### src/rtl/vga_pkg.sv
// Shared color-depth encodings and per-depth last pixel index for the VGA pixel path.
package vga_pkg;

    typedef enum logic [1:0] {
        CD_8BPP      = 2'b00,
        CD_16BPP     = 2'b01,
        CD_32BPP     = 2'b10,
        CD_32BPP_ALT = 2'b11
    } color_depth_t;

    localparam logic [1:0] LAST_IDX_8BPP  = 2'd3;
    localparam logic [1:0] LAST_IDX_16BPP = 2'd1;
    localparam logic [1:0] LAST_IDX_32BPP = 2'd0;

    function automatic logic [1:0] last_idx(input color_depth_t cd);
        case (cd)
            CD_8BPP:  return LAST_IDX_8BPP;
            CD_16BPP: return LAST_IDX_16BPP;
            default:  return LAST_IDX_32BPP;
        endcase
    endfunction

endpackage

### src/rtl/vga_word_buf.sv
// Two-entry FIFO word buffer with in-flight read accounting; the FIFO returns data
// exactly one cycle after each read request.
module vga_word_buf #(
    parameter int DWIDTH = 32
) (
    input  logic              clk,
    input  logic              sclr,
    input  logic              fifo_empty,
    input  logic [DWIDTH-1:0] fifo_q,
    input  logic              i_pop,
    output logic              fifo_rreq,
    output logic              o_vld,
    output logic [DWIDTH-1:0] o_head
);

    logic [DWIDTH-1:0] r_buf [2];
    logic [1:0]        r_count;
    logic [1:0]        r_in_flight;
    logic              w_capture;
    logic              w_pop;
    logic [2:0]        w_occ;

    // Every in-flight read returns on the very next cycle, so a non-zero count means capture now.
    assign w_capture = (r_in_flight != 2'd0);
    assign w_pop     = i_pop & (r_count != 2'd0);
    assign w_occ     = {1'b0, r_count} + {1'b0, r_in_flight};
    assign fifo_rreq = !sclr & !fifo_empty & (w_occ < (3'd2 + {2'b00, w_pop}));
    assign o_vld     = (r_count != 2'd0);
    assign o_head    = r_buf[0];

    always_ff @(posedge clk) begin
        if (sclr) begin
            r_count     <= 2'd0;
            r_in_flight <= 2'd0;
            r_buf[0]    <= '0;
            r_buf[1]    <= '0;
        end else begin
            r_in_flight <= r_in_flight + {1'b0, fifo_rreq} - {1'b0, w_capture};
            r_count     <= r_count + {1'b0, w_capture} - {1'b0, w_pop};
            // Occupancy never exceeds two, so a capture without a pop always has a free slot.
            case ({w_pop, w_capture})
                2'b01: r_buf[r_count[0]] <= fifo_q;
                2'b10: r_buf[0] <= r_buf[1];
                2'b11: begin
                    if (r_count == 2'd2) begin
                        r_buf[0] <= r_buf[1];
                        r_buf[1] <= fifo_q;
                    end else begin
                        r_buf[0] <= fifo_q;
                    end
                end
                default: ;
            endcase
        end
    end

endmodule

### src/rtl/vga_pixel_unpack.sv
// Unpacks 32-bit FIFO words into 8/16/32 bpp pixels. Define VGA_UNPACK_MSB_FIRST_EN to
// emit the most-significant sub-word first; otherwise the least-significant comes first.
module vga_pixel_unpack
    import vga_pkg::*;
#(
    parameter int DWIDTH = 32
) (
    input  logic              clk,
    input  logic              sclr,
    input  logic [1:0]        color_depth,
    input  logic [DWIDTH-1:0] fifo_q,
    input  logic              fifo_empty,
    output logic              fifo_rreq,
    input  logic              pix_req,
    output logic              pix_vld,
    output logic [31:0]       pix_data,
    output logic              underrun
);

    color_depth_t      r_depth;
    logic [1:0]        r_idx;
    logic              r_underrun;
    logic              w_vld;
    logic [DWIDTH-1:0] w_head;
    logic              w_take;
    logic              w_pop;
    logic [1:0]        w_byte_sel;
    logic              w_half_sel;

    vga_word_buf #(.DWIDTH(DWIDTH)) u_buf (
        .clk        (clk),
        .sclr       (sclr),
        .fifo_empty (fifo_empty),
        .fifo_q     (fifo_q),
        .i_pop      (w_pop),
        .fifo_rreq  (fifo_rreq),
        .o_vld      (w_vld),
        .o_head     (w_head)
    );

    assign w_take = pix_req & w_vld;
    assign w_pop  = w_take & (r_idx == last_idx(r_depth));

`ifdef VGA_UNPACK_MSB_FIRST_EN
    assign w_byte_sel = ~r_idx;
    assign w_half_sel = ~r_idx[0];
`else
    assign w_byte_sel = r_idx;
    assign w_half_sel = r_idx[0];
`endif

    // Output is forced to zero whenever the buffer is empty so nothing stale leaks out.
    always_comb begin
        pix_data = 32'd0;
        if (w_vld) begin
            case (r_depth)
                CD_8BPP:  pix_data = {24'd0, w_head[{w_byte_sel, 3'b000} +: 8]};
                CD_16BPP: pix_data = {16'd0, w_head[{w_half_sel, 4'b0000} +: 16]};
                default:  pix_data = w_head[31:0];
            endcase
        end
    end

    assign pix_vld  = w_vld;
    assign underrun = r_underrun;

    always_ff @(posedge clk) begin
        if (sclr) begin
            r_depth    <= (color_depth == CD_32BPP_ALT) ? CD_32BPP : color_depth_t'(color_depth);
            r_idx      <= 2'd0;
            r_underrun <= 1'b0;
        end else begin
            if (w_take) begin
                r_idx <= w_pop ? 2'd0 : r_idx + 2'd1;
            end
            if (pix_req && !w_vld) begin
                r_underrun <= 1'b1;
            end
        end
    end

endmodule

### config.mk
export PLATFORM = sky130hd
export DESIGN_NAME = vga_pixel_unpack
export DESIGN_NICKNAME = d
export VERILOG_FILES = /design/src/rtl/vga_pkg.sv /design/src/rtl/vga_word_buf.sv /design/src/rtl/vga_pixel_unpack.sv
export SDC_FILE = /design/constraint.sdc
export NUM_CORES = 1
export LEC_CHECK = 0
export CORE_ASPECT_RATIO = 1.5
export CORE_MARGIN = 4
export CORE_UTILIZATION = 40
export CTS_BUF_LIST = sky130_fd_sc_hd__clkbuf_2
export DETAILED_ROUTE_END_ITERATION = 16
export GPL_ROUTABILITY_DRIVEN = 0
export GPL_TIMING_DRIVEN = 0
export PLACE_DENSITY = 0.64
export RECOVER_POWER = 100
export SYNTH_ARGS = -nofsm -noshare
export SYNTH_HDL_FRONTEND = slang
export SYNTH_HIERARCHICAL = 1
export SYNTH_SLANG_ARGS = --single-unit
### constraint.sdc
create_clock -name clk -period 3.3 [get_ports clk]
set_input_delay 0.66 -clock clk [delete_from_list [all_inputs] [get_ports clk]]
set_output_delay 0.66 -clock clk [all_outputs]
set_load 0.01 [all_outputs]
==> results.sh, run 1 <==
export IMPL_die_w_um=91.3
export IMPL_fin_crit_sh_pct=96.6
export IMPL_crit_required_ns=3.52
export IMPL_critical_path_startpoint_type="input port"
export IMPL_start_util_pct=41.0
export IMPL_synth_area_um2=4160
export IMPL_wl_per_cell_um=19.9
export IMPL_syn_avg_cell_area_um2=11.9
export IMPL_max_slew_margin_pct=47.4
export IMPL_ys_ff_latch=73
export IMPL_io_pins=73
export IMPL_yosysWarnings=6
export IMPL_area_delta_synth_final_pct=23.8
export IMPL_synth_top_cells_by_count="edfxtp_1, nor3b_1, a32o_1"
export IMPL_numCtsBuffers=9
export IMPL_routed_wl_um=11200
export IMPL_syn_nets=392
export IMPL_p_leak_uw=0.00181
export IMPL_crit_top_cell="clkbuf_1"
export IMPL_synth_seq_area_share_pct=51.0
export IMPL_reg2reg_setup_slack_ns=0.18
export IMPL_clk_latency_ns=0.52
export IMPL_nNetsFinal=482
export IMPL_layout_cells_non_filler=563
export IMPL_p_comb_share_pct=15.8
export IMPL_antenna_found_initial=1
export IMPL_tns_ns=0
export IMPL_path_class="in -> reg"
export IMPL_num_vias=3291
export IMPL_grt_max_degree=33
export IMPL_hold_viol_final=0
export IMPL_design_core_area_um2=10100
export IMPL_clock_path_buffers=2
export IMPL_cp_max_fo=10
export IMPL_synth_area_leader_cell="edfxtp_1"
export IMPL_tritoncts="built"
export IMPL_grt_pass1_wl_um=17600
export IMPL_r2r_end="u_buf/r_buf[0][14]$_DFFE_PP_"
export IMPL_yosys_top_cells_area="edfxtp_1, a32o_1, nor3b_1"
export IMPL_final_setup_skew_ns=0.0248
export IMPL_dp_cells=542
export IMPL_grt_pass1_vias=3263
export IMPL_place_area_um2=5060
export IMPL_htreeDepth=3
export IMPL_slew_violations=0
export IMPL_synth_edf_count=66
export IMPL_overflow=0
export IMPL_drt_iter0_drc=166
export IMPL_grtUsageTotal_pct=18.8
export IMPL_slowest_delay_ns=0.84
export IMPL_die_h_um=133
export IMPL_cp_startpoint="sclr"
export IMPL_synthCells=350
export IMPL_synth_async_reset_ratio_pct=0
export IMPL_period_needed_ns=3.19
export IMPL_r2r_start="r_depth[1]$_SDFFCE_PN1P_"
export IMPL_io_buffers=72
export IMPL_hold_class="reg -> reg"
export IMPL_path_clk_slew_ns=0.20
export IMPL_fin_hold_ws_ns=0.494
export IMPL_cts_sinks=73
export IMPL_powerDensity_nw_per_um2=364
export IMPL_slowest_stage="dlygate4sd3_1"
export IMPL_crit_chain="dlygate4sd3_1 -> clkinv_1 -> clkbuf_1 -> o211ai_1 -> clkbuf_1 -> clkbuf_2"
export IMPL_power_share_clock_pct=25.9
export IMPL_yosysMostFrequentCell="edfxtp_1"
export IMPL_dr_pass1_iters=4
export IMPL_dp_hpwl_um=8330
export IMPL_p_sw_share_pct=27.0
export IMPL_design_area_um2=5150
export IMPL_p_switching_uw=505
export IMPL_ys_types=53
export IMPL_arrival_ns=3.41
export IMPL_internal_power_uw=1370
export IMPL_clockRootBuffer="clkbuf_2"
export IMPL_end_kind="register"
export IMPL_r2r_cells=9
export IMPL_vdd_ir_drop_worst_uv=182
export IMPL_drive_gt1_share_pct=12.6
export IMPL_die_area_um2=12100
export IMPL_num_rows=45
export IMPL_crit_path_end="u_buf/r_buf[0][7]$_DFFE_PP_"
export IMPL_synth_top_cell_area_share_pct=47.7
export IMPL_ant_nets=0
export IMPL_viasPerCell=5.85
export IMPL_synthFlopType="edfxtp_1"
export IMPL_finalSetupViolations=0
export IMPL_status="finished clean"
export IMPL_cap_violations=0
export IMPL_tightest_slew_ns=0.786
export IMPL_postCtsHoldBufs=0
export IMPL_drc=0
export IMPL_fmax_mhz=314
export IMPL_p_seq_share_pct=58.2
export IMPL_utilization_pct=50.8
==> state kept, by name, summed over array words and instances (netlist names) <==
name / count
u_buf/r_count: 2
u_buf/r_buf: 64
underrun: 1
u_buf/r_in_flight: 2
r_idx: 2
r_depth: 2
==> how the worst min path moves through the flow <==
| stage | from | end | slack (ns) | cells after the start |
|---|---|---|---|---|
| floorplan | underrun$_SDFFE_PP0P_ | underrun$_SDFFE_PP0P_ | 0.50 | 2 |
| global placement | underrun$_SDFFE_PP0P_ | underrun$_SDFFE_PP0P_ | 0.45 | 2 |
| detailed placement | underrun$_SDFFE_PP0P_ | underrun$_SDFFE_PP0P_ | 0.46 | 2 |
| CTS | underrun$_SDFFE_PP0P_ | underrun$_SDFFE_PP0P_ | 0.51 | 2 |
| global route | underrun$_SDFFE_PP0P_ | underrun$_SDFFE_PP0P_ | 0.55 | 2 |
| finish | underrun$_SDFFE_PP0P_ | underrun$_SDFFE_PP0P_ | 0.49 | 2 |
==> worst max-delay path: cells and delay by family <==
family | cells | cell delay, ns
AOI/OAI and AO/OA | 1 | 0.34
buffers and inverters | 5 | 2.39
==> timing repair <==
item,in CTS,in global routing
gates resized for setup,12,15
endpoints found under the setup margin,55,23
setup buffers,3,1
pin swaps,1,0
gates cloned,0,0
==> power groups by stage <==
stage | clock network (uW) | registers [uW] | logic (uW)
finish | 486 | 1090 | 296
global route | 552 | 1100 | 320
CTS | 505 | 1090 | 306
detailed placement | 0 | 1110 | 294
global placement | 0 | 1110 | 286
floorplan | 0 | 1100 | 158
==> per-stage QoR <==
step	setup slack, ns	total power, uW
after floorplan	0.551	1260
after global routing	-0.0000719	1970
after detailed placement	-0.667	1410
after CTS	0.00311	1900
final	0.111	1870
after global placement	-0.635	1400
==> logic make-up (layout without fill, tap and decap cells) <==
family / Yosys count / in the layout / synth area share, %
simple gates: 131 / 131 / 21.1
compound gates: 94 / 94 / 17.7
xor+xnor: 2 / 2 / 0.421
buf+inv: 38 / 133 / 5.99
mux: 8 / 8 / 2.44
fa+ha+maj: 4 / 4 / 1.38
other cells: 0 / 1 / 0
flops: 73 / 73 / 51.0
==> cells in the final DEF, fill, tap and decap left out, types with 2 or more instances in the layout <==
master,instances
dfxtp_1,5
a32oi_1,5
clkdlybuf4s25_1,2
mux2i_1,3
nor2b_1,20
and3_1,16
a221o_1,3
a22o_1,3
clkinvlp_4,3
clkdlybuf4s50_1,60
inv_1,2
dlygate4sd3_1,8
nand2b_1,5
buf_2,3
nor4bb_1,4
buf_6,3
o21ai_0,15
nor3b_1,34
dfxtp_4,2
o211ai_1,10
clkinv_1,2
edfxtp_1,66
and2b_1,2
nor2_1,5
o21ai_1,3
buf_4,9
nand3_1,2
clkinv_2,2
nand2_1,17
and3b_1,8
ha_1,3
clkbuf_2,18
mux2_4,4
clkbuf_1,19
a32o_1,32
or2_2,2
nand3b_1,5
a21oi_1,14
==> cell type report <==
type                    count  area (um^2)
multi-input cells         239         1810
diodes                      1         2.50
clock buffers              10         50.0
repair buffers             79          748
clock inverters             6         58.8
plain buffers              34          184
fillers                   956         4990
well taps                 117          146
flip-flops and latches     73         2130
inverters                   4         18.8
==> per-layer routing <==
layer	global-route usage, %	share of wire (%)	vias up
met5	0	0	-
met4	10.7	5.0	0
met3	4.04	4.6	37
met2	31.4	51	123
met1	22.1	40	1564
li1	-	-	1567
Power figures use the tool's default switching activity.
==> inputs of run 2 (changes only) <==
--- a/config.mk
+++ b/config.mk
@@ -5,8 +5,8 @@
 export SDC_FILE = /design/constraint.sdc
 export NUM_CORES = 1
 export LEC_CHECK = 0
+export CAP_MARGIN = 10
 export CORE_ASPECT_RATIO = 1.5
-export CORE_MARGIN = 4
 export CORE_UTILIZATION = 40
 export CTS_BUF_LIST = sky130_fd_sc_hd__clkbuf_2
 export DETAILED_ROUTE_END_ITERATION = 16
==> results.sh, run 2 (synthesized netlist as in run 1, its figures left out) <==
export IMPL_arrival_ns=2.50
export IMPL_numCtsBuffers=9
export IMPL_reg2reg_setup_slack_ns=0.18
export IMPL_clockRootBuffer="clkbuf_2"
export IMPL_dp_cells=543
export IMPL_cap_violations=0
export IMPL_final_common_cell="edfxtp_1"
export IMPL_rsz0062_at_grt="false"
export IMPL_overflow=0
export IMPL_design_area_um2=5240
export IMPL_final_setup_skew_ns=0.0285
export IMPL_clk_latency_ns=0.50
export IMPL_slew_violations=0
export IMPL_start_util_pct=41.0
export IMPL_p_sw_share_pct=26.4
export IMPL_dp_hpwl_um=8300
export IMPL_dr_pass1_iters=4
export IMPL_drc=0
export IMPL_drt_iter0_drc=137
export IMPL_tritoncts="built"
export IMPL_power_share_clock_pct=29.4
export IMPL_htreeDepth=3
export IMPL_place_area_um2=5080
export IMPL_num_rows=45
export IMPL_status="finished clean"
export IMPL_p_leak_uw=0.00192
export IMPL_clock_path_buffers=2
export IMPL_crit_buf_inv=3
export IMPL_io_buffers=72
export IMPL_grt_max_degree=18
export IMPL_cp_max_fo=10
export IMPL_ant_nets=0
export IMPL_die_w_um=85.3
export IMPL_grtUsageTotal_pct=21.5
export IMPL_antenna_found_initial=1
export IMPL_routed_wl_um=11100
export IMPL_die_h_um=127
export IMPL_path_clk_slew_ns=0.22
export IMPL_tightest_slew_ns=1.05
export IMPL_wl_per_cell_um=19.7
export IMPL_p_seq_share_pct=55.4
export IMPL_period_needed_ns=3.16
export IMPL_viasPerCell=5.78
export IMPL_grt_pass1_vias=3315
export IMPL_largest_reg_flops=64
export IMPL_hold_class="reg -> reg"
export IMPL_layout_common_cells="edfxtp_1, clkdlybuf4s50_1, nor3b_1, a32o_1, dlygate4sd3_1"
export IMPL_slowest_delay_ns=0.60
export IMPL_critical_path_startpoint_type="register"
export IMPL_grt_pass1_wl_um=17500
export IMPL_critPathTopFamily="buffers and inverters"
export IMPL_drive_gt1_share_pct=14.5
export IMPL_hold_viol_final=0
export IMPL_top_register="u_buf/r_buf"
export IMPL_slowest_stage="dlygate4sd3_1"
export IMPL_end_kind="output port"
export IMPL_internal_power_uw=1450
export IMPL_nNetsFinal=484
export IMPL_crit_required_ns=2.64
export IMPL_fin_crit_sh_pct=95.9
export IMPL_die_area_um2=10800
export IMPL_vdd_ir_drop_worst_uv=246
export IMPL_num_vias=3265
export IMPL_path_class="reg -> out"
export IMPL_crit_chain="or2_2 -> buf_4 -> clkbuf_2 -> and3_1 -> dlygate4sd3_1"
export IMPL_design_core_area_um2=10100
export IMPL_area_delta_synth_final_pct=26.1
export IMPL_powerDensity_nw_per_um2=375
export IMPL_max_slew_margin_pct=29.8
export IMPL_p_comb_share_pct=15.2
export IMPL_finalSetupViolations=0
export IMPL_p_switching_uw=521
export IMPL_fmax_mhz=316
export IMPL_io_pins=73
export IMPL_layout_cells_non_filler=565
export IMPL_cts_sinks=73
## run 2: metrics by stage
step | TNS, ns | worst slack [ns] | hold slack [ns] | total power (uW) | utilization (%)
2_1_floorplan | 0 | 0.551 | 0.502 | 1260 | -
3_3_place_gp | -33.13 | -0.689 | 0.451 | 1400 | 49.6
3_5_place_dp | -3.19 | -0.702 | 0.469 | 1410 | 50.2
4_1_cts | 0 | 0.00731 | 0.514 | 2000 | 52.2
5_1_grt | 0 | 0.00995 | 0.547 | 2050 | 51.7
6_report | 0 | 0.137 | 0.511 | 1970 | 51.7
## run 2: cell type report
class | count | area, um^2
diodes | 1 | 2.50
plain buffers | 34 | 226
repair buffers | 81 | 782
fillers | 925 | 4890
clock inverters | 7 | 95.1
clock buffers | 9 | 45.0
inverters | 4 | 18.8
well taps | 117 | 146
flip-flops and latches | 73 | 2130
multi-input cells | 239 | 1800
## run 2: path summary, 6_finish.rpt
kind | endpoint | from | cells past startpoint
max | pix_data[16] | u_buf/r_count[0]$_SDFF_PP0_ | 5
min | underrun$_SDFFE_PP0P_ | underrun$_SDFFE_PP0P_ | 2
max reg2reg | u_buf/r_buf[1][25]$_DFFE_PP_ | u_buf/r_count[0]$_SDFF_PP0_ | 9
min reg2reg | underrun$_SDFFE_PP0P_ | underrun$_SDFFE_PP0P_ | 2
## run 2: worst register-to-register path, cell delays in order, from the launching register on
cell,delay [ns]
dfxtp_2,0.47
or2_2,0.22
buf_4,0.21
nand2_1,0.12
a21oi_4,0.20
clkbuf_1,0.20
and2b_1,0.23
a211oi_1,0.88
buf_6,0.25
nor3b_1,0.07
## run 2: per-layer routing
layer,up-vias,share of wire [%],GRT usage (%)
met2,86,54,37.9
met5,-,0,0
met4,0,2.7,11.1
met3,19,3.1,3.38
li1,1571,-,-
met1,1589,40,25.2
## run 2: power groups by stage
stage	combinational (uW)	sequential (uW)	clock (uW)
global placement	286	1110	0
global route	323	1100	628
CTS	312	1090	597
detailed placement	300	1110	0
floorplan	158	1100	0
finish	299	1090	579
## run 2: timing repair
| action | 4_1_cts | 5_1_grt |
|---|---|---|
| cloned | 0 | 0 |
| hold buffers | 0 | 0 |
| setup buffers | 4 | 1 |
| resized for setup | 15 | 15 |
| pin swaps | 1 | 2 |
| hold endpoints to repair | 0 | 0 |
| endpoints found under the setup margin | 21 | 13 |
